<file path="src/rtl/uart_rx.sv">
`default_nettype none
// ============================================================================
// Module      : uart_rx
// Description : UART receiver. Two-flop synchronizes the serial line, detects
//               the start bit, samples start/data/stop at mid-bit
//               (data LSB-first) and hands each byte out on valid/ready.
//               A bad stop bit pulses frame_err; a good frame arriving while
//               the previous byte is still pending pulses overrun.
// Revision    : 1.0 - initial release
// ============================================================================
module uart_rx #(
  parameter int DATA_WIDTH = 8,
  parameter int BAUD_RATE  = 115200,
  parameter int CLK_FREQ   = 100_000_000
) (
  input  logic                  clk,
  input  logic                  rst,
  input  logic                  rx_sig,
  output logic [DATA_WIDTH-1:0] data,
  output logic                  valid,
  input  logic                  ready,
  output logic                  frame_err,
  output logic                  overrun
);

  localparam int PULSE_WIDTH = CLK_FREQ / BAUD_RATE;
  localparam int HALF        = PULSE_WIDTH / 2;
  localparam int CW          = $clog2(PULSE_WIDTH);
  localparam int IW          = $clog2(DATA_WIDTH) + 1;

  localparam logic [CW-1:0] C_HALF_LAST  = CW'(HALF - 1);
  localparam logic [CW-1:0] C_PULSE_LAST = CW'(PULSE_WIDTH - 1);
  localparam logic [IW-1:0] C_BIT_LAST   = IW'(DATA_WIDTH - 1);

  localparam logic [2:0] S_IDLE  = 3'd0;
  localparam logic [2:0] S_START = 3'd1;
  localparam logic [2:0] S_DATA  = 3'd2;
  localparam logic [2:0] S_STOP  = 3'd3;
  localparam logic [2:0] S_BREAK = 3'd4;

  logic                  sync_1;
  logic                  line;
  logic [2:0]            state;
  logic [CW-1:0]         cnt;
  logic [IW-1:0]         bit_idx;
  logic [DATA_WIDTH-1:0] shreg;

  // Two-flop synchronizer; both stages reset to the idle (high) line level.
  always_ff @(posedge clk) begin
    if (rst) begin
      sync_1 <= 1'b1;
      line   <= 1'b1;
    end else begin
      sync_1 <= rx_sig;
      line   <= sync_1;
    end
  end

  // Frame FSM with bit timer, shift register and output handshake.
  always_ff @(posedge clk) begin
    if (rst) begin
      state     <= S_IDLE;
      cnt       <= '0;
      bit_idx   <= '0;
      shreg     <= '0;
      data      <= '0;
      valid     <= 1'b0;
      frame_err <= 1'b0;
      overrun   <= 1'b0;
    end else begin
      frame_err <= 1'b0;
      overrun   <= 1'b0;
      // Consumer took the byte this cycle; a commit below may re-set valid.
      if (valid && ready) valid <= 1'b0;

      case (state)
        S_IDLE: begin
          if (!line) begin
            state <= S_START;
            cnt   <= '0;
          end
        end
        S_START: begin
          if (cnt == C_HALF_LAST) begin
            cnt <= '0;
            if (line) begin
              // Line went back high before mid-start: treat as a glitch.
              state <= S_IDLE;
            end else begin
              state   <= S_DATA;
              bit_idx <= '0;
            end
          end else begin
            cnt <= cnt + 1'b1;
          end
        end
        S_DATA: begin
          if (cnt == C_PULSE_LAST) begin
            cnt   <= '0;
            shreg <= {line, shreg[DATA_WIDTH-1:1]};
            if (bit_idx == C_BIT_LAST) state <= S_STOP;
            else                       bit_idx <= bit_idx + 1'b1;
          end else begin
            cnt <= cnt + 1'b1;
          end
        end
        S_STOP: begin
          if (cnt == C_PULSE_LAST) begin
            cnt <= '0;
            if (line) begin
              // Leave at mid-stop so a directly following start is caught.
              state <= S_IDLE;
              if (!valid || ready) begin
                data  <= shreg;
                valid <= 1'b1;
              end else begin
                overrun <= 1'b1;
              end
            end else begin
              frame_err <= 1'b1;
              state     <= S_BREAK;
            end
          end else begin
            cnt <= cnt + 1'b1;
          end
        end
        S_BREAK: begin
          // Hold off start detection until the line has returned high.
          if (line) state <= S_IDLE;
        end
        default: state <= S_IDLE;
      endcase
    end
  end

endmodule
`default_nettype wire

</file>
<file path="config.mk">
export PLATFORM = sky130hd
export DESIGN_NAME = uart_rx
export DESIGN_NICKNAME = d
export VERILOG_FILES = /design/src/rtl/uart_rx.sv
export SDC_FILE = /design/constraint.sdc
export NUM_CORES = 1
export LEC_CHECK = 0
export ABC_AREA = 1
export CORE_UTILIZATION = 60
export CTS_CLUSTER_DIAMETER = 50
export DETAILED_ROUTE_END_ITERATION = 8
export PLACE_DENSITY = 0.84
export SLEW_MARGIN = 20
export SYNTH_ARGS = -nofsm -noshare
export SYNTH_HDL_FRONTEND = slang
export SYNTH_SLANG_ARGS = --single-unit
</file>
<file path="constraint.sdc">
create_clock -name clk -period 2.4 [get_ports clk]
set_input_delay 0.24 -clock clk [delete_from_list [all_inputs] [get_ports clk]]
set_output_delay 0.24 -clock clk [all_outputs]
set_load 0.005 [all_outputs]
</file>
==> results.toml <==
[clock_tree]
path_clk_slew_ns = 0.12
cts_resized = 0
cts.sinks = 38
clockBufferDepth = 2
post_cts_buffers = 0
clk_latency_ns = 0.35
cts_made_buffers = 5
cts_tree = "yes"
cts_hold_buffers = 0
htree_num_levels = 2
cts-root-buf = "clkbuf_4"

[floorplanning]
die_h_um = 57.6
die_area_sq_mm = 0.00332
die_w_um = 57.6
initial_utilization_pct = 65.0
rows = 19
pin_count = 15
core_area_sq_mm = 0.00285

[synthesis]
ys_types = 33
netlist_area_sq_mm = 0.00186
ys_ff_latch = 38
synth_seq_area_share_pct = 41.0
avgSynthCellArea_sq_um = 6.98
syn-instance-count = 266
synth_nets = 273
yosysWarnings = 0

[placed_design]
finalWeightedCongestion = 0.948
io_buffers = 14
dp_slack_ns = 0.798
dp_hpwl_um = 2510
place_area_sq_mm = 0.00201

[sta]
setup_slack_ns = 0.723
finalMaxSlewViolations = 0
finalClockSkew_ns = 0.00959
max_slew_margin_pct = 76.1
worst_pin_slew_ns = 0.356
timing.setup.tns_ns = 0
setup_violations = 0
hold_viol = 0
period_share_pct = 69.9
fmax_ghz = 0.596
fin_crit_ns = 1.68
fin_hold_ws_ns = 0.448
rsz0062_at_grt = "no"

[global_routing]
grt_pass1_vias = 1418
busiest_layer = "met2"
grt_max_degree = 27
grt_pass1_wl_um = 6010
grtUsageMet2_pct = 36.9
grtUsageTotal_pct = 23.5
grt_use_met1_pct = 30.7
grtUsageMet3_pct = 6.25
grt_antenna_before_repair = 0
overflow = 0

[final_layout]
nNetsFinal = 291
fill_cells = 263
final_cell_area_sq_mm = 0.00209
drive_gt1_share_pct = 10.5
n_antenna_cell = 0
area_delta_synth_final_pct = 12.6
finalCoreUtilization_pct = 73.2

[worst_setup_path]
worstPathArrival_ns = 1.92
worstSetupEndpointType = "register"
regToRegSetupSlack_ns = 0.72
worstSetupStartpointType = "register"
r2r_cells = 8
path_max_fanout = 6
worstPathRequired_ns = 2.64
critical_path_class = "reg -> reg"

[pwr]
ir_drop_mv = 0.634
power_density_mw_per_mm2 = 809
cellLeakagePower_nw = 0.996

[drt]
vias = 1654
ant_nets = 0
drt_iter0_drc = 92
routedWlPerCell_um = 11.2
first_pass_iters = 6
routed_wirelength_um = 3550
vias_per_cell = 5.23
drc_errors = 2

[hold_path]
holdPathStages = 2
hold_class = "in -> reg"

[run_status]
status = "complete, but fails checks"
violations = "design-rule violations"

[run]
max_cap_viol_count = 0
## cells by family after synthesis
family	after synthesis	share of synthesized area, %
DFF	38	41.0
xor gates and xnor gates	3	1.42
adders and majority gates	3	2.02
and+or+nand+nor	153	37.6
buffers and inverters	42	9.17
AOI/OAI and AO/OA	27	8.77
## per-layer routing
| layer | vias up | share of wire [%] |
|---|---|---|
| met3 | 7 | 6.2 |
| met1 | 731 | 47 |
| met2 | 56 | 45 |
| met5 | - | 0 |
| met4 | 0 | 1.4 |
| li1 | 860 | - |
## path summary, 6_finish.rpt
check / start / end
setup / recovery: cnt[0]$_SDFFE_PP0P_ / cnt[6]$_SDFFE_PP0P_
hold / removal: rx_sig / sync_1$_SDFF_PP1_
setup reg to reg: cnt[0]$_SDFFE_PP0P_ / cnt[6]$_SDFFE_PP0P_
hold reg to reg: sync_1$_SDFF_PP1_ / line$_SDFF_PP1_
## registers in the layout, summed over array words and instances, names as in the netlist
name       flops
cnt           10
data           8
shreg          8
bit_idx        4
state          3
frame_err      1
line           1
overrun        1
sync_1         1
valid          1
## metrics by stage
stage | power, W | cells
finish | 0.00169 | 316
global route | 0.00179 | 316
CTS | 0.00168 | 316
detailed placement | 0.00126 | 308
global placement | 0.00126 | 308
floorplan | 0.00116 | 266
## report_power, final
part,switching (W),internal (W),total [W]
Sequential,0.0000605,0.000678,0.000739
Combinational,0.000348,0.000176,0.000524
Clock,0.000208,0.000221,0.000429
## area by class of cell
cell class / instances / area, sq um / share of cell area, %
multi-input combinational: 186 / 925 / 44.3
sequential: 38 / 761 / 36.4
timing repair buffer: 15 / 148 / 7.07
inverter: 38 / 143 / 6.83
clock buffer: 7 / 45.0 / 2.16
tap: 31 / 38.8 / 1.86
clock inverter: 1 / 30.0 / 1.44
## cells in the final DEF (no fill, tap or decap), drive strengths merged, types with 2 or more instances in the layout
cell	count
nor2	63
nand2	59
dfxtp	38
inv	38
nand3	19
clkdlybuf4s50	14
o21ai	13
a21oi	10
clkbuf	7
nor3	4
nand4	4
xor2	3
ha	3
or2	2
o21bai	2
## cell usage after synthesis, drive strengths merged
master | instances | area [sq um]
a21o | 1 | 7.51
a21oi | 10 | 53.8
and2 | 1 | 8.76
buf | 3 | 23.8
clkbuf | 1 | 3.75
dfxtp | 38 | 761
ha | 3 | 37.5
inv | 38 | 143
nand2 | 59 | 239
nand3 | 19 | 110
nand4 | 4 | 40.0
nor2 | 63 | 256
nor3 | 4 | 25.0
nor4 | 1 | 6.26
o21ai | 13 | 68.8
o21bai | 2 | 26.3
o22ai | 1 | 6.26
or2 | 2 | 12.5
xor2 | 3 | 26.3
## worst max-delay path, cell delays in order, from the launching register on
cell and delay (ns):
dfxtp_1 0.44, ha_1 0.21, inv_1 0.08, nor3_2 0.15, nand3_2 0.19, nand2_4 0.12
nand3_1 0.17, nand2_2 0.16, nor2_1 0.07
Power figures use the tool's default switching activity.
